**config.mk**
```make
export PLATFORM = sky130hd
export DESIGN_NAME = inst_align
export DESIGN_NICKNAME = d
export VERILOG_FILES = /design/src/rtl/inst_align_pkg.sv /design/src/rtl/inst_wbuf.sv /design/src/rtl/inst_align.sv
export SDC_FILE = /design/constraint.sdc
export NUM_CORES = 1
export LEC_CHECK = 0
export ABC_CLOCK_PERIOD_IN_PS = 5900
export BUFFER_PORTS_ARGS = -buffer_cell sky130_fd_sc_hd__buf_2
export CAP_MARGIN = 30
export CORE_MARGIN = 2
export CORE_UTILIZATION = 50
export CTS_CLUSTER_DIAMETER = 120
export DETAILED_ROUTE_END_ITERATION = 16
export GPL_TIMING_DRIVEN = 0
export HOLD_SLACK_MARGIN = 0.12
export PLACE_DENSITY = 0.83
export SLEW_MARGIN = 10
export SYNTH_ARGS = -nofsm -noshare
export SYNTH_HDL_FRONTEND = slang
export SYNTH_SLANG_ARGS = --single-unit
```
**constraint.sdc**
```tcl
create_clock -name clk_i -period 5.9 [get_ports clk_i]
set_input_delay 1.18 -clock clk_i [delete_from_list [all_inputs] [get_ports clk_i]]
set_output_delay 1.18 -clock clk_i [all_outputs]
set_load 0.005 [all_outputs]
```
**src/rtl/inst_align_pkg.sv**
```systemverilog
// Shared types and helpers for the instruction aligner and its word buffer.
package inst_align_pkg;

  typedef enum logic [1:0] {
    ST_IDLE  = 2'd0,
    ST_REQ   = 2'd1,
    ST_WAIT  = 2'd2,
    ST_DRAIN = 2'd3
  } state_e;

  typedef struct packed {
    logic        valid;
    logic [29:0] addr;
    logic [31:0] data;
  } wbuf_entry_t;

  localparam logic [1:0] RVC_LEN_MASK = 2'b11;

  // A halfword starts a 16-bit instruction unless its length bits are 2'b11.
  function automatic logic is_rvc(input logic [15:0] hw);
    return hw[1:0] != RVC_LEN_MASK;
  endfunction

endpackage

```
**src/rtl/inst_wbuf.sv**
```systemverilog
// Two-entry tagged instruction word buffer: FIFO replacement, two lookup
// ports (current word W, next word N), one write port and a flush.
module inst_wbuf
  import inst_align_pkg::*;
(
  input  logic        clk_i,
  input  logic        rst_ni,
  input  logic        flush_i,
  input  logic        we_i,
  input  logic [29:0] waddr_i,
  input  logic [31:0] wdata_i,
  input  logic [29:0] w_addr_i,
  output logic        w_hit_o,
  output logic [31:0] w_data_o,
  input  logic [29:0] n_addr_i,
  output logic        n_hit_o,
  output logic [31:0] n_data_o
);

  wbuf_entry_t ent_q [2];
  logic        wptr_q;

  always_ff @(posedge clk_i or negedge rst_ni) begin
    if (!rst_ni) begin
      ent_q[0] <= '0;
      ent_q[1] <= '0;
      wptr_q   <= 1'b0;
    end else if (flush_i) begin
      ent_q[0].valid <= 1'b0;
      ent_q[1].valid <= 1'b0;
    end else if (we_i) begin
      ent_q[wptr_q] <= '{valid: 1'b1, addr: waddr_i, data: wdata_i};
      wptr_q        <= ~wptr_q;
    end
  end

  always_comb begin
    w_hit_o  = 1'b0;
    w_data_o = '0;
    n_hit_o  = 1'b0;
    n_data_o = '0;
    for (int i = 0; i < 2; i++) begin
      if (ent_q[i].valid && ent_q[i].addr == w_addr_i) begin
        w_hit_o  = 1'b1;
        w_data_o = ent_q[i].data;
      end
      if (ent_q[i].valid && ent_q[i].addr == n_addr_i) begin
        n_hit_o  = 1'b1;
        n_data_o = ent_q[i].data;
      end
    end
  end

endmodule

```
**src/rtl/inst_align.sv**
```systemverilog
// Instruction aligner between fetch PC and word-wide instruction memory.
// Define INST_ALIGN_COMPRESSED_EN for 16-bit and word-spanning instructions.
module inst_align
  import inst_align_pkg::*;
#(
  parameter int MEM_AW = 32
) (
  input  logic              clk_i,
  input  logic              rst_i,
  input  logic [31:0]       fet_pc_i,
  input  logic              fet_redirect_i,
  input  logic              dec_ready_i,
  output logic              mem_req_o,
  output logic [MEM_AW-1:0] mem_addr_o,
  input  logic              mem_gnt_i,
  input  logic              mem_rvalid_i,
  input  logic [31:0]       mem_rdata_i,
  output logic [31:0]       inst_o,
  output logic              inst_valid_o,
  output logic              com_inst_o,
  output logic              fet_en_o,
  output logic [1:0]        dbg_state_o
);

  // Handshake: a request is held (mem_req_o/mem_addr_o stable) until the cycle
  // mem_gnt_i is high; exactly one mem_rvalid_i answers each grant; fetch
  // advances in every cycle where inst_valid_o and dec_ready_i are both high.

  logic [1:0] rst_sync_q;
  logic       rst_n;

  always_ff @(posedge clk_i or negedge rst_i) begin
    if (!rst_i) rst_sync_q <= 2'b00;
    else        rst_sync_q <= {rst_sync_q[0], 1'b1};
  end
  assign rst_n = rst_sync_q[1];

  state_e      state_q;
  logic        req_q;
  logic [29:0] req_addr_q;

  logic [29:0] w_addr, n_addr, miss_addr;
  logic        w_hit, n_hit, need_n, all_hit, com_hit, buf_we;
  logic [31:0] w_data, n_data, inst_hit;

  assign w_addr = fet_pc_i[31:2];
  assign n_addr = w_addr + 30'd1;
  assign buf_we = (state_q == ST_WAIT) && mem_rvalid_i && !fet_redirect_i;

  inst_wbuf u_wbuf (
    .clk_i    (clk_i),
    .rst_ni   (rst_n),
    .flush_i  (fet_redirect_i),
    .we_i     (buf_we),
    .waddr_i  (req_addr_q),
    .wdata_i  (mem_rdata_i),
    .w_addr_i (w_addr),
    .w_hit_o  (w_hit),
    .w_data_o (w_data),
    .n_addr_i (n_addr),
    .n_hit_o  (n_hit),
    .n_data_o (n_data)
  );

  always_comb begin
    need_n   = 1'b0;
    inst_hit = w_data;
    com_hit  = 1'b0;
`ifdef INST_ALIGN_COMPRESSED_EN
    if (!fet_pc_i[1]) begin
      if (is_rvc(w_data[15:0])) begin
        inst_hit = {16'h0, w_data[15:0]};
        com_hit  = 1'b1;
      end
    end else if (is_rvc(w_data[31:16])) begin
      inst_hit = {16'h0, w_data[31:16]};
      com_hit  = 1'b1;
    end else begin
      need_n   = 1'b1;
      inst_hit = {n_data[15:0], w_data[31:16]};
    end
`endif
  end

  assign all_hit   = w_hit && (!need_n || n_hit);
  assign miss_addr = !w_hit ? w_addr : n_addr;

  assign inst_valid_o = all_hit && (state_q == ST_IDLE);
  assign inst_o       = inst_valid_o ? inst_hit : 32'h0;
  assign com_inst_o   = inst_valid_o && com_hit;
  assign fet_en_o     = inst_valid_o && dec_ready_i;
  assign mem_req_o    = req_q;
  assign mem_addr_o   = MEM_AW'({req_addr_q, 2'b00});
  assign dbg_state_o  = state_q;

  always_ff @(posedge clk_i or negedge rst_n) begin
    if (!rst_n) begin
      state_q    <= ST_IDLE;
      req_q      <= 1'b0;
      req_addr_q <= '0;
    end else begin
      case (state_q)
        ST_IDLE: begin
          if (!fet_redirect_i && !all_hit) begin
            req_addr_q <= miss_addr;
            req_q      <= 1'b1;
            state_q    <= ST_REQ;
          end
        end
        ST_REQ: begin
          if (fet_redirect_i) begin
            req_q   <= 1'b0;
            state_q <= ST_IDLE;
          end else if (mem_gnt_i) begin
            req_q   <= 1'b0;
            state_q <= ST_WAIT;
          end
        end
        ST_WAIT: begin
          // A flush with the response in hand drops it; otherwise drain it later.
          if (fet_redirect_i) state_q <= mem_rvalid_i ? ST_IDLE : ST_DRAIN;
          else if (mem_rvalid_i) state_q <= ST_IDLE;
        end
        default: begin
          if (mem_rvalid_i) state_q <= ST_IDLE;
        end
      endcase
    end
  end

  logic unused_sig;
  assign unused_sig = ^{fet_pc_i[1:0], n_data};

endmodule

```
==> run_summary.xml, run 1 <==
<?xml version="1.0" encoding="UTF-8"?>
<metrics>
  <group name="grt">
    <metric name="globalRouteTotalUtil" unit="">0.226</metric>
    <metric name="number_of_antenna_violations_at_the_first_check_in_global_routing" unit="">1</metric>
    <metric name="grt_max_degree" unit="">70</metric>
    <metric name="wire_length_of_the_first_global_routing_pass" unit="um">27700</metric>
    <metric name="grt_overflow" unit="">0</metric>
    <metric name="first_global_vias" unit="">5444</metric>
  </group>
  <group name="synth">
    <metric name="dominantRegCellSynth" unit="">sky130_fd_sc_hd__dfrtp_1</metric>
    <metric name="netlist_top_cells_area" unit="">sky130_fd_sc_hd__dfrtp_1 (55%), sky130_fd_sc_hd__mux2_2 (19%), sky130_fd_sc_hd__xnor2_1 (5.4%), sky130_fd_sc_hd__mux2_1 (4.3%), sky130_fd_sc_hd__or2_2 (2.7%)</metric>
    <metric name="syn-cell-area" unit="sq um">7390</metric>
    <metric name="synth_commonest_cells" unit="">sky130_fd_sc_hd__dfrtp_1 (162), sky130_fd_sc_hd__mux2_2 (126), sky130_fd_sc_hd__xnor2_1 (46), sky130_fd_sc_hd__inv_1 (34), sky130_fd_sc_hd__nand3_1 (33)</metric>
    <metric name="flop_and_latch_count_out_of_synthesis" unit="">162</metric>
    <metric name="yosys_warnings" unit="">0</metric>
    <metric name="synth_most_common_cell" unit="">sky130_fd_sc_hd__dfrtp_1</metric>
    <metric name="netlist.area_leader.share" unit="">0.548</metric>
    <metric name="synth-edff-count" unit="">0</metric>
    <metric name="avgSynthCellArea" unit="sq um">12.7</metric>
    <metric name="synthCells" unit="">582</metric>
    <metric name="synth-seq-area-share" unit="">0.548</metric>
    <metric name="synth_area_leader_cell" unit="">sky130_fd_sc_hd__dfrtp_1</metric>
    <metric name="ffs_w_async_s_r_synth" unit="">1.00</metric>
    <metric name="synthDistinctLibCells" unit="">28</metric>
  </group>
  <group name="worst_setup_path">
    <metric name="worstPathMaxFanout" unit="">10</metric>
    <metric name="cp-start-kind" unit="">primary input</metric>
    <metric name="setup.worst_path.end_class" unit="">output pin</metric>
    <metric name="worst_ep_arrival_time" unit="ps">3720</metric>
    <metric name="crit_required" unit="ps">4720</metric>
    <metric name="worstSetupPathType" unit="">in -&gt; out</metric>
  </group>
  <group name="routing">
    <metric name="wl_per_cell" unit="um">18.0</metric>
    <metric name="drt_wl_total" unit="um">16800</metric>
    <metric name="drt_pass_1_iters" unit="">4</metric>
    <metric name="route.antenna.remaining_nets" unit="">0</metric>
    <metric name="vias" unit="">5022</metric>
    <metric name="post-route-drc-count" unit="">0</metric>
    <metric name="avgViaCountPerCell" unit="">5.37</metric>
    <metric name="detailedRoute.firstIterationViolations" unit="">293</metric>
  </group>
  <group name="final_layout">
    <metric name="area_delta_synth_final" unit="%">20.3</metric>
    <metric name="regArea" unit="sq um">4060</metric>
    <metric name="antenna-diode-count" unit="">0</metric>
    <metric name="drive_gt1_frac" unit="">0.443</metric>
    <metric name="multi_input_comb_area" unit="sq um">3060</metric>
    <metric name="instances_no_fill" unit="">936</metric>
    <metric name="fillers" unit="">1173</metric>
    <metric name="nNetsFinal" unit="">809</metric>
  </group>
  <group name="clocking">
    <metric name="cts-htree-levels" unit="">4</metric>
    <metric name="post_cts_resize_count" unit="">0</metric>
    <metric name="cts.clk_slew.worst_paths" unit="ps">60</metric>
    <metric name="cts_buffers" unit="">17</metric>
    <metric name="clockRootBuffer" unit="">sky130_fd_sc_hd__clkbuf_16</metric>
    <metric name="cts_max_path_buffers" unit="">2</metric>
    <metric name="tritoncts_num_sinks" unit="">162</metric>
    <metric name="cts_hold_buf" unit="">0</metric>
    <metric name="clk-insertion-delay-late" unit="ps">420</metric>
    <metric name="cts_tree" unit="">done</metric>
    <metric name="post-cts-setup-buffer-count" unit="">0</metric>
  </group>
  <group name="place">
    <metric name="post-place-ws" unit="ps">996</metric>
    <metric name="gp_congestion" unit="">0.827</metric>
    <metric name="dp_hpwl" unit="um">12300</metric>
    <metric name="dpl.cell_count" unit="">904</metric>
    <metric name="port_buffers" unit="">134</metric>
  </group>
  <group name="timing">
    <metric name="rsz0062_at_grt" unit="">false</metric>
    <metric name="final-setup-viol-count" unit="">0</metric>
    <metric name="worstMarginPinSlew" unit="ps">832</metric>
    <metric name="timing.max_slew.rel_slack" unit="">0.443</metric>
    <metric name="clock-skew-final" unit="ps">9.64</metric>
    <metric name="maxClockFrequency" unit="GHz">0.204</metric>
    <metric name="layout_min_cycle_time" unit="ps">4900</metric>
    <metric name="fin_ws" unit="ps">1000</metric>
    <metric name="timing.final.crit_share" unit="">0.830</metric>
    <metric name="slew_viol_final" unit="">0</metric>
    <metric name="final_hold_viol_count" unit="">0</metric>
  </group>
  <group name="power_and_ir_drop">
    <metric name="power.total" unit="mW">3.76</metric>
    <metric name="cellLeakagePower" unit="nW">4.13</metric>
    <metric name="power_density" unit="nW/um^2">422</metric>
    <metric name="peakVddDrop" unit="V">0.000210</metric>
  </group>
  <group name="floorplan">
    <metric name="row_count" unit="">44</metric>
    <metric name="die_height" unit="um">126</metric>
    <metric name="fp.dieW" unit="um">126</metric>
    <metric name="design.die.area" unit="sq um">15800</metric>
    <metric name="core_region_area" unit="sq um">14500</metric>
    <metric name="floorplan.initialDensity" unit="">0.511</metric>
    <metric name="design.portCount" unit="">140</metric>
  </group>
  <group name="job">
    <metric name="maxCapViolCount" unit="">0</metric>
  </group>
  <group name="status">
    <metric name="status" unit="">completed</metric>
  </group>
  <group name="hold_path">
    <metric name="hold_path_class" unit="">reg -&gt; reg</metric>
  </group>
</metrics>
==> critical path: stages <==
cell,delay (ps)
sky130_fd_sc_hd__buf_2,130
sky130_fd_sc_hd__xnor2_1,170
sky130_fd_sc_hd__nand4_1,140
sky130_fd_sc_hd__or4_1,600
sky130_fd_sc_hd__nor4_4,560
sky130_fd_sc_hd__clkbuf_1,460
sky130_fd_sc_hd__nand3_1,130
sky130_fd_sc_hd__a21oi_1,200
sky130_fd_sc_hd__buf_2,140
==> power breakdown <==
part           switching [mW]  internal [mW]  total, mW
sequential              0.308           1.55       1.86
combinational           0.365          0.528      0.893
clock                   0.421          0.584       1.01
==> sequential cells by signal, summed over array words and instances, names as in the netlist <==
signal,cells
dbg_state_o,2
u_wbuf.ent_q,126
u_wbuf.wptr_q,1
req_addr_q,30
mem_req_o,1
rst_sync_q,2
==> layout by cell type, fill, tap and decap left out, types with 27 or more instances in the layout <==
cell type	n
sky130_fd_sc_hd__mux2_2	126
sky130_fd_sc_hd__dfrtp_1	161
sky130_fd_sc_hd__a21oi_1	32
sky130_fd_sc_hd__clkbuf_1	27
sky130_fd_sc_hd__mux2_1	28
sky130_fd_sc_hd__buf_2	134
sky130_fd_sc_hd__inv_1	34
sky130_fd_sc_hd__nand3_1	33
sky130_fd_sc_hd__xnor2_1	46
sky130_fd_sc_hd__or2_2	32
==> area by class of cell <==
cell class	count	area share
plain buffers	32	0.0177
clock inverters	12	0.0103
repair buffers	136	0.0808
flip-flops and latches	162	0.456
well taps	184	0.0259
clock buffers	20	0.0502
inverters	35	0.0148
multi-input cells	355	0.344
==> through the flow <==
step                      hold slack (ps)  setup TNS [ps]   util  area (sq um)
after global routing                  368               0  0.614          8890
after CTS                             357               0  0.614          8890
after global placement                338          -50980  0.573          8300
after floorplan                       331               0      -          7400
after detailed placement              343               0  0.577          8350
final                                 353               0  0.614          8890
==> logic make-up after synthesis <==
logic type      Yosys count  share of synthesized area
other cells               2                    0.00102
xor+xnor                 61                     0.0723
compound gates           37                     0.0262
simple gates             99                     0.0785
buf+inv                  67                     0.0391
mux                     154                      0.235
flops                   162                      0.548
==> metal layers <==
| layer | share of wire | vias to the layer above | GRT usage |
|---|---|---|---|
| li1 | - | 2307 | - |
| met1 | 0.43 | 2570 | 0.280 |
| met2 | 0.50 | 116 | 0.378 |
| met3 | 0.044 | 27 | 0.0642 |
| met4 | 0.019 | 2 | 0.0850 |
| met5 | 0.00071 | - | 0 |
==> worst paths after layout <==
kind | slack, ps | endpoint | depth (start not counted) | startpoint
max in group asynchronous | 4760 | req_addr_q[28] | 1 | rst_sync_q[1]
worst max register to register | 2970 | req_addr_q[5] | 8 | u_wbuf.ent_q[102]
min in group asynchronous | 380 | u_wbuf.ent_q[95] | 0 | rst_sync_q[1]
worst max-delay path | 1000 | inst_o[24] | 9 | fet_pc_i[9]
worst min-delay path | 350 | rst_sync_q[1] | 0 | rst_sync_q[0]
worst min register to register | 350 | rst_sync_q[1] | 0 | rst_sync_q[0]
Note: power is estimated with default switching activity, not from simulation.
==> run 2, diff against run 1 <==
ABC_AREA = 1   (was default)
ABC_CLOCK_PERIOD_IN_PS = 4900   (was 5900)
PLACE_DENSITY = 0.82   (was 0.83)
clock period = 4.9 ns   (was 5.9 ns; I/O delays follow)
==> run 2 against run 1 <==
Hold slack got worse by 41 ps. First-iteration DRC count increased by 150%. Clock skew about the same. Final cell count rose by 58%. Via count grew 53%. Sequential share of layout area is 4.0 points lower. Sequential power increased by 22%. Power rose by 38%. Synthesized cell count grew 87%. Non-clock buffer count up 15. Register-to-register slack got worse by 210 ps. Critical path type unchanged. Highest routed layer is now met4.
==> run_summary.xml, run 2 <==
<?xml version="1.0" encoding="UTF-8"?>
<metrics>
  <group name="synth">
    <metric name="synth_top_family_by_area" unit="">simple AND/OR/NAND/NOR gates</metric>
    <metric name="synthDistinctLibCells" unit="">32</metric>
    <metric name="synthMuxAreaShare" unit="">0</metric>
    <metric name="netlist.area_leader.share" unit="">0.497</metric>
    <metric name="synth-edff-count" unit="">0</metric>
    <metric name="ffs_w_async_s_r_synth" unit="">1.00</metric>
    <metric name="flop_and_latch_count_out_of_synthesis" unit="">162</metric>
    <metric name="synth-xor-area-share" unit="">0.0172</metric>
    <metric name="synthCells" unit="">1091</metric>
    <metric name="synth-seq-area-share" unit="">0.497</metric>
    <metric name="synth_compound_gate_area_share" unit="">0.103</metric>
    <metric name="yosys_warnings" unit="">0</metric>
    <metric name="yosys.area_share.adder" unit="">0.00154</metric>
    <metric name="synth_commonest_cells" unit="">sky130_fd_sc_hd__nand2_1 (323), sky130_fd_sc_hd__inv_1 (164), sky130_fd_sc_hd__dfrtp_1 (162), sky130_fd_sc_hd__o21ai_0 (136), sky130_fd_sc_hd__nor2_1 (96)</metric>
    <metric name="syn-cell-area" unit="sq um">8150</metric>
    <metric name="synth-simple-area-share" unit="">0.271</metric>
    <metric name="netlist_top_cells_area" unit="">sky130_fd_sc_hd__dfrtp_1 (50%), sky130_fd_sc_hd__nand2_1 (15%), sky130_fd_sc_hd__o21ai_0 (8.4%), sky130_fd_sc_hd__inv_1 (7.6%), sky130_fd_sc_hd__nor2_1 (4.4%)</metric>
    <metric name="avgSynthCellArea" unit="sq um">7.47</metric>
    <metric name="synth_area_leader_cell" unit="">sky130_fd_sc_hd__dfrtp_1</metric>
    <metric name="dominantRegCellSynth" unit="">sky130_fd_sc_hd__dfrtp_1</metric>
    <metric name="synth_most_common_cell" unit="">sky130_fd_sc_hd__nand2_1</metric>
  </group>
  <group name="worst_setup_path">
    <metric name="cp-start-kind" unit="">primary input</metric>
    <metric name="timing.reg2reg.setup_slack" unit="ps">2760</metric>
    <metric name="worst_setup_path_endpoint" unit="">inst_o[11]</metric>
    <metric name="worst_ep_arrival_time" unit="ps">2830</metric>
    <metric name="startpoint" unit="">fet_pc_i[21]</metric>
    <metric name="r2r_cells" unit="">5</metric>
    <metric name="timing.critical_path.buf_inv" unit="">3</metric>
    <metric name="path_delay_family" unit="">simple AND/OR/NAND/NOR gates</metric>
    <metric name="r2r_end" unit="">req_addr_q[14]</metric>
    <metric name="worstPathCellList" unit="">buf_2 -&gt; xnor2_1 -&gt; nand2_1 -&gt; nor2_1 -&gt; nand2_1 -&gt; nor2_1 -&gt; nand2_4 -&gt; nand2_4 -&gt; nand2_4 -&gt; buf_4 -&gt; nor3_1 -&gt; buf_2</metric>
    <metric name="critical_path.max_stage_delay" unit="ps">410</metric>
    <metric name="setup.worst_path.end_class" unit="">output pin</metric>
    <metric name="crit_required" unit="ps">3920</metric>
    <metric name="crit_cells" unit="">12</metric>
    <metric name="worstSetupPathType" unit="">in -&gt; out</metric>
    <metric name="r2r-start" unit="">dbg_state_o[1]</metric>
    <metric name="critPathSlowestCell" unit="">sky130_fd_sc_hd__xnor2_1</metric>
    <metric name="worstPathMaxFanout" unit="">10</metric>
    <metric name="path_common_cell" unit="">sky130_fd_sc_hd__nand2_4</metric>
  </group>
  <group name="timing">
    <metric name="worstMarginPinSlew" unit="ps">662</metric>
    <metric name="tns" unit="ps">0</metric>
    <metric name="timing.max_slew.rel_slack" unit="">0.559</metric>
    <metric name="maxClockFrequency" unit="GHz">0.263</metric>
    <metric name="timing.final.crit_share" unit="">0.777</metric>
    <metric name="slew_viol_final" unit="">0</metric>
    <metric name="final-setup-viol-count" unit="">0</metric>
    <metric name="rsz0062_at_grt" unit="">false</metric>
    <metric name="layout_min_cycle_time" unit="ps">3810</metric>
    <metric name="hold-worst-slack" unit="ps">312</metric>
    <metric name="final_hold_viol_count" unit="">0</metric>
    <metric name="clock-skew-final" unit="ps">9.74</metric>
  </group>
  <group name="floorplan">
    <metric name="fp.dieW" unit="um">132</metric>
    <metric name="die_height" unit="um">132</metric>
    <metric name="core_region_area" unit="sq um">15900</metric>
    <metric name="design.die.area" unit="sq um">17300</metric>
    <metric name="row_count" unit="">46</metric>
    <metric name="design.portCount" unit="">140</metric>
    <metric name="floorplan.initialDensity" unit="">0.513</metric>
  </group>
  <group name="routing">
    <metric name="drt_wl_total" unit="um">23500</metric>
    <metric name="routedLengthMet1" unit="um">9900</metric>
    <metric name="route.met3.wl" unit="um">2080</metric>
    <metric name="post-route-drc-count" unit="">0</metric>
    <metric name="avgViaCountPerCell" unit="">5.21</metric>
    <metric name="route.top_layer_used" unit="">met4</metric>
    <metric name="wl_per_cell" unit="um">15.9</metric>
    <metric name="wl_met2" unit="um">11000</metric>
    <metric name="drt_pass_1_iters" unit="">7</metric>
    <metric name="vias" unit="">7691</metric>
    <metric name="route.antenna.remaining_nets" unit="">0</metric>
    <metric name="detailedRoute.firstIterationViolations" unit="">725</metric>
  </group>
  <group name="clocking">
    <metric name="clockRootBuffer" unit="">sky130_fd_sc_hd__clkbuf_16</metric>
    <metric name="cts_buffers" unit="">17</metric>
    <metric name="cts_tree" unit="">done</metric>
    <metric name="tritoncts_num_sinks" unit="">162</metric>
    <metric name="clk-insertion-delay-late" unit="ps">440</metric>
    <metric name="cts-htree-levels" unit="">4</metric>
    <metric name="post-cts-setup-buffer-count" unit="">0</metric>
    <metric name="cts_hold_buf" unit="">0</metric>
    <metric name="post_cts_resize_count" unit="">0</metric>
    <metric name="cts_max_path_buffers" unit="">2</metric>
    <metric name="cts.clk_slew.worst_paths" unit="ps">70</metric>
  </group>
  <group name="final_layout">
    <metric name="area_delta_synth_final" unit="%">19.7</metric>
    <metric name="top_flop_regs" unit="">u_wbuf.ent_q: 126 flops, req_addr_q: 30 flops</metric>
    <metric name="fillers" unit="">1446</metric>
    <metric name="most-common-layout-cells" unit="">sky130_fd_sc_hd__nand2_1 (323), sky130_fd_sc_hd__inv_1 (164), sky130_fd_sc_hd__dfrtp_1 (161)</metric>
    <metric name="layout_commonest_cell" unit="">sky130_fd_sc_hd__nand2_1</metric>
    <metric name="flip_flop_count_of_the_largest_register_after_layout" unit="">126</metric>
    <metric name="multi_input_comb_area" unit="sq um">3210</metric>
    <metric name="nNetsFinal" unit="">1319</metric>
    <metric name="drive_gt1_frac" unit="">0.170</metric>
    <metric name="regArea" unit="sq um">4060</metric>
    <metric name="instances_no_fill" unit="">1477</metric>
    <metric name="antenna-diode-count" unit="">0</metric>
    <metric name="regMostFlops" unit="">u_wbuf.ent_q</metric>
  </group>
  <group name="status">
    <metric name="status" unit="">completed</metric>
  </group>
  <group name="hold_path">
    <metric name="hold_path_class" unit="">in -&gt; async</metric>
  </group>
  <group name="grt">
    <metric name="grt_overflow" unit="">0</metric>
    <metric name="wire_length_of_the_first_global_routing_pass" unit="um">38300</metric>
    <metric name="first_global_vias" unit="">7461</metric>
    <metric name="number_of_antenna_violations_at_the_first_check_in_global_routing" unit="">0</metric>
    <metric name="globalRouteTotalUtil" unit="">0.282</metric>
    <metric name="grt_max_degree" unit="">61</metric>
  </group>
  <group name="place">
    <metric name="port_buffers" unit="">134</metric>
    <metric name="dp_hpwl" unit="um">17100</metric>
    <metric name="dpl.cell_count" unit="">1445</metric>
    <metric name="gp_congestion" unit="">0.989</metric>
  </group>
  <group name="power_and_ir_drop">
    <metric name="peakVddDrop" unit="V">0.000355</metric>
    <metric name="cellLeakagePower" unit="nW">5.22</metric>
    <metric name="power_density" unit="nW/um^2">530</metric>
  </group>
  <group name="job">
    <metric name="maxCapViolCount" unit="">0</metric>
  </group>
</metrics>
==> run 2: cell types whose count changed after synthesis, moves of 28 or more <==
cell / previous run / this run
sky130_fd_sc_hd__mux2_2: 126 / 0
sky130_fd_sc_hd__nand4_1: 14 / 46
sky130_fd_sc_hd__mux2_1: 28 / 0
sky130_fd_sc_hd__nor2_1: 5 / 96
sky130_fd_sc_hd__nand2_1: 3 / 323
sky130_fd_sc_hd__inv_1: 34 / 164
sky130_fd_sc_hd__xnor2_1: 46 / 14
sky130_fd_sc_hd__o21ai_0: 2 / 136
sky130_fd_sc_hd__or2_2: 32 / 0
==> run 2: power breakdown <==
part	switching, mW	internal [mW]	total, mW
Combinational	0.962	0.597	1.56
Sequential	0.374	1.89	2.27
Clock	0.620	0.725	1.34
Total	1.96	3.22	5.17
==> run 2: cells by family after synthesis <==
| logic type | Yosys count |
|---|---|
| adders and majority gates | 1 |
| and+or+nand+nor | 521 |
| xor gates and xnor gates | 16 |
| other | 2 |
| buffers and inverters | 222 |
| AOI/OAI and AO/OA | 167 |
| DFF | 162 |
==> run 2: worst min-delay path by stage <==
| stage | start | endpoint | slack (ps) | cells past startpoint |
|---|---|---|---|---|
| 3_5_place_dp | rst_sync_q[0] | rst_sync_q[1] | 340 | 0 |
| 5_1_grt | rst_i | rst_sync_q[1] | 300 | 1 |
| 4_1_cts | rst_i | rst_sync_q[1] | 300 | 1 |
| 2_1_floorplan | rst_sync_q[0] | rst_sync_q[1] | 330 | 0 |
| 6_report | rst_i | rst_sync_q[1] | 310 | 1 |
| 3_3_place_gp | rst_sync_q[0] | rst_sync_q[1] | 340 | 0 |
==> run 2: layer usage <==
metal	track usage	vias up
met5	0	-
met4	0.0948	0
met3	0.0818	47
met2	0.446	312
met1	0.373	3627
li1	-	3705
==> run 2: cell type report <==
class | instances | area share
Timing Repair Buffer | 136 | 0.0744
Buffer | 47 | 0.0241
Clock buffer | 17 | 0.0436
Sequential cell | 162 | 0.416
Inverter | 175 | 0.0674
Multi-Input combinational cell | 709 | 0.329
Clock inverter | 15 | 0.0173
Tap cell | 216 | 0.0277
==> run 2: per-stage QoR <==
stage | setup WS (ps) | area [sq um] | utilization | power (mW)
floorplan | 51.8 | 8160 | - | 3.23
global placement | -1680 | 9100 | 0.573 | 3.74
detailed placement | 1150 | 9160 | 0.576 | 3.82
CTS | 1130 | 9750 | 0.614 | 5.18
global route | 932 | 9750 | 0.614 | 5.56
finish | 1090 | 9750 | 0.614 | 5.17
==> run 3, diff against run 2 <==
ABC_AREA = 0   (was 1)
ABC_CLOCK_PERIOD_IN_PS = 3400   (was 4900)
PLACE_DENSITY = 0.86   (was 0.82)
clock period = 3.4 ns   (was 4.9 ns; I/O delays follow)
==> run 3 against run 2 <==
Critical path depth fell by 3. Clock power up 43%. Global-route usage down 6.0 points. Highest routed layer unchanged. Power increased by 30%. Final area shrank 6.0%.
==> run_summary.xml, run 3 (synthesis results as in run 1) <==
<?xml version="1.0" encoding="UTF-8"?>
<metrics>
  <group name="final_layout">
    <metric name="top_flop_regs" unit="">u_wbuf.ent_q: 126 flops, req_addr_q: 30 flops</metric>
    <metric name="nNetsFinal" unit="">813</metric>
    <metric name="design_area" unit="sq um">9160</metric>
    <metric name="flip_flop_count_of_the_largest_register_after_layout" unit="">126</metric>
    <metric name="area_delta_synth_final" unit="%">23.9</metric>
    <metric name="regMostFlops" unit="">u_wbuf.ent_q</metric>
    <metric name="layout_commonest_cell" unit="">sky130_fd_sc_hd__dfrtp_1</metric>
    <metric name="most-common-layout-cells" unit="">sky130_fd_sc_hd__dfrtp_1 (161), sky130_fd_sc_hd__buf_2 (136), sky130_fd_sc_hd__mux2_2 (126)</metric>
    <metric name="drive_gt1_frac" unit="">0.488</metric>
  </group>
  <group name="worst_setup_path">
    <metric name="worstPathMaxFanout" unit="">10</metric>
    <metric name="critPathSlowestCell" unit="">sky130_fd_sc_hd__or4_4</metric>
    <metric name="critical_path.max_stage_delay" unit="ps">590</metric>
    <metric name="path_delay_family" unit="">simple AND/OR/NAND/NOR gates</metric>
    <metric name="setup.worst_path.end_class" unit="">output pin</metric>
    <metric name="worstPathCellList" unit="">xnor2_1 -&gt; nand4_1 -&gt; or4_4 -&gt; nor4_4 -&gt; buf_6 -&gt; clkbuf_8 -&gt; nand3_1 -&gt; a21oi_2 -&gt; buf_2</metric>
    <metric name="cp-start-kind" unit="">flop</metric>
    <metric name="crit_required" unit="ps">2720</metric>
    <metric name="worstSetupPathType" unit="">reg -&gt; out</metric>
    <metric name="worst_ep_arrival_time" unit="ps">2690</metric>
    <metric name="timing.critical_path.buf_inv" unit="">3</metric>
  </group>
  <group name="timing">
    <metric name="fin_ws" unit="ps">30.4</metric>
    <metric name="worstMarginPinSlew" unit="ps">793</metric>
    <metric name="timing.max_slew.rel_slack" unit="">0.472</metric>
    <metric name="maxClockFrequency" unit="GHz">0.297</metric>
    <metric name="layout_min_cycle_time" unit="ps">3370</metric>
    <metric name="final-setup-viol-count" unit="">0</metric>
    <metric name="final_hold_viol_count" unit="">0</metric>
    <metric name="slew_viol_final" unit="">0</metric>
    <metric name="timing.final.crit_share" unit="">0.991</metric>
    <metric name="tns" unit="ps">0</metric>
    <metric name="clock-skew-final" unit="ps">9.37</metric>
    <metric name="rsz0062_at_grt" unit="">true</metric>
  </group>
  <group name="clocking">
    <metric name="cts_buffers" unit="">17</metric>
    <metric name="cts_max_path_buffers" unit="">2</metric>
    <metric name="cts_tree" unit="">done</metric>
    <metric name="tritoncts_num_sinks" unit="">162</metric>
    <metric name="clockRootBuffer" unit="">sky130_fd_sc_hd__clkbuf_16</metric>
    <metric name="cts.clk_slew.worst_paths" unit="ps">70</metric>
    <metric name="cts-htree-levels" unit="">4</metric>
    <metric name="clk-insertion-delay-late" unit="ps">430</metric>
  </group>
  <group name="grt">
    <metric name="globalRouteTotalUtil" unit="">0.222</metric>
    <metric name="number_of_antenna_violations_at_the_first_check_in_global_routing" unit="">1</metric>
    <metric name="grt_max_degree" unit="">66</metric>
    <metric name="first_global_vias" unit="">5185</metric>
    <metric name="wire_length_of_the_first_global_routing_pass" unit="um">27000</metric>
    <metric name="grt_overflow" unit="">0</metric>
  </group>
  <group name="floorplan">
    <metric name="design.portCount" unit="">140</metric>
    <metric name="die_height" unit="um">126</metric>
    <metric name="fp.dieW" unit="um">126</metric>
    <metric name="design.die.area" unit="sq um">15800</metric>
    <metric name="core_region_area" unit="sq um">14500</metric>
    <metric name="floorplan.initialDensity" unit="">0.511</metric>
    <metric name="row_count" unit="">44</metric>
  </group>
  <group name="routing">
    <metric name="detailedRoute.firstIterationViolations" unit="">278</metric>
    <metric name="wl_per_cell" unit="um">18.2</metric>
    <metric name="drt_pass_1_iters" unit="">5</metric>
    <metric name="post-route-drc-count" unit="">0</metric>
    <metric name="vias" unit="">5062</metric>
    <metric name="avgViaCountPerCell" unit="">5.38</metric>
    <metric name="route.antenna.remaining_nets" unit="">0</metric>
    <metric name="drt_wl_total" unit="um">17100</metric>
  </group>
  <group name="job">
    <metric name="maxCapViolCount" unit="">0</metric>
  </group>
  <group name="place">
    <metric name="post-place-ws" unit="ps">-553</metric>
    <metric name="dp_hpwl" unit="um">11800</metric>
    <metric name="dpl-instance-area" unit="sq um">8360</metric>
    <metric name="gp_congestion" unit="">0.791</metric>
    <metric name="port_buffers" unit="">134</metric>
  </group>
  <group name="power_and_ir_drop">
    <metric name="cellLeakagePower" unit="nW">4.23</metric>
    <metric name="power.total" unit="mW">6.71</metric>
    <metric name="power_density" unit="nW/um^2">732</metric>
    <metric name="peakVddDrop" unit="V">0.000346</metric>
  </group>
  <group name="hold_path">
    <metric name="hold_path_class" unit="">reg -&gt; async</metric>
  </group>
  <group name="status">
    <metric name="status" unit="">completed</metric>
  </group>
</metrics>
-- run 3: cell count changes in the layout (fill, tap and decap cells not counted), moves of 91 or more --
cell / delta
sky130_fd_sc_hd__o21ai_0: -134
sky130_fd_sc_hd__inv_1: -130
sky130_fd_sc_hd__nor2_1: -91
sky130_fd_sc_hd__nand2_1: -320
sky130_fd_sc_hd__mux2_2: +126
-- run 3: worst register-to-register path: stages, from the launching register on --
cell	delay [ps]
sky130_fd_sc_hd__dfrtp_1	390
sky130_fd_sc_hd__xnor2_1	180
sky130_fd_sc_hd__nand4_1	160
sky130_fd_sc_hd__or4_4	590
sky130_fd_sc_hd__nor4_4	170
sky130_fd_sc_hd__buf_6	170
sky130_fd_sc_hd__nand4bb_1	130
sky130_fd_sc_hd__buf_4	170
sky130_fd_sc_hd__buf_6	200
sky130_fd_sc_hd__mux2_1	350
-- run 3: layer usage --
metal | track usage | share of wire
met5 | 0 | 0
met4 | 0.0941 | 0.023
met3 | 0.0535 | 0.050
met2 | 0.357 | 0.49
met1 | 0.290 | 0.43
-- run 3: timing repair --
item                                   in CTS  in global routing
buffers inserted                            3                  1
pin swaps                                   3                  7
hold buffers                                1                  0
setup endpoints to repair                  34                 30
endpoints found under the hold margin       2                  0
gates resized for setup                    20                 31
-- run 3: layout make-up --
type / instances / area [sq um]
diodes: 1 / 2.50
plain buffers: 31 / 206
clock buffers: 20 / 467
clock inverters: 12 / 130
fillers: 1138 / 5320
inverters: 35 / 131
multi-input cells: 355 / 3170
flip-flops and latches: 162 / 4060
well taps: 184 / 230
repair buffers: 141 / 769
-- run 3: path summary, 6_finish.rpt --
check / start / to / slack [ps] / cells after the start
max in group asynchronous: rst_sync_q[1] / u_wbuf.ent_q[93] / 2370 / 1
setup reg to reg: u_wbuf.ent_q[108] / req_addr_q[6] / 760 / 9
min in group clk_i: rst_sync_q[0] / rst_sync_q[1] / 350 / 0
hold reg to reg: rst_sync_q[1] / req_addr_q[18] / 320 / 0
hold / removal: rst_sync_q[1] / req_addr_q[18] / 320 / 0
setup / recovery: u_wbuf.ent_q[108] / inst_o[21] / 30 / 9
-- run 3: through the flow --
stage               hold WS, ps  cells  utilization
finish                      319    941        0.633
global route                359    941        0.633
CTS                         342    939        0.625
detailed placement          334    904        0.577
global placement            336    902        0.573
floorplan                   331    584            -
-- run 3: report_power, final --
group,switching [mW],internal (mW)
Sequential,0.528,2.69
Combinational,0.648,0.926
Clock,0.777,1.14
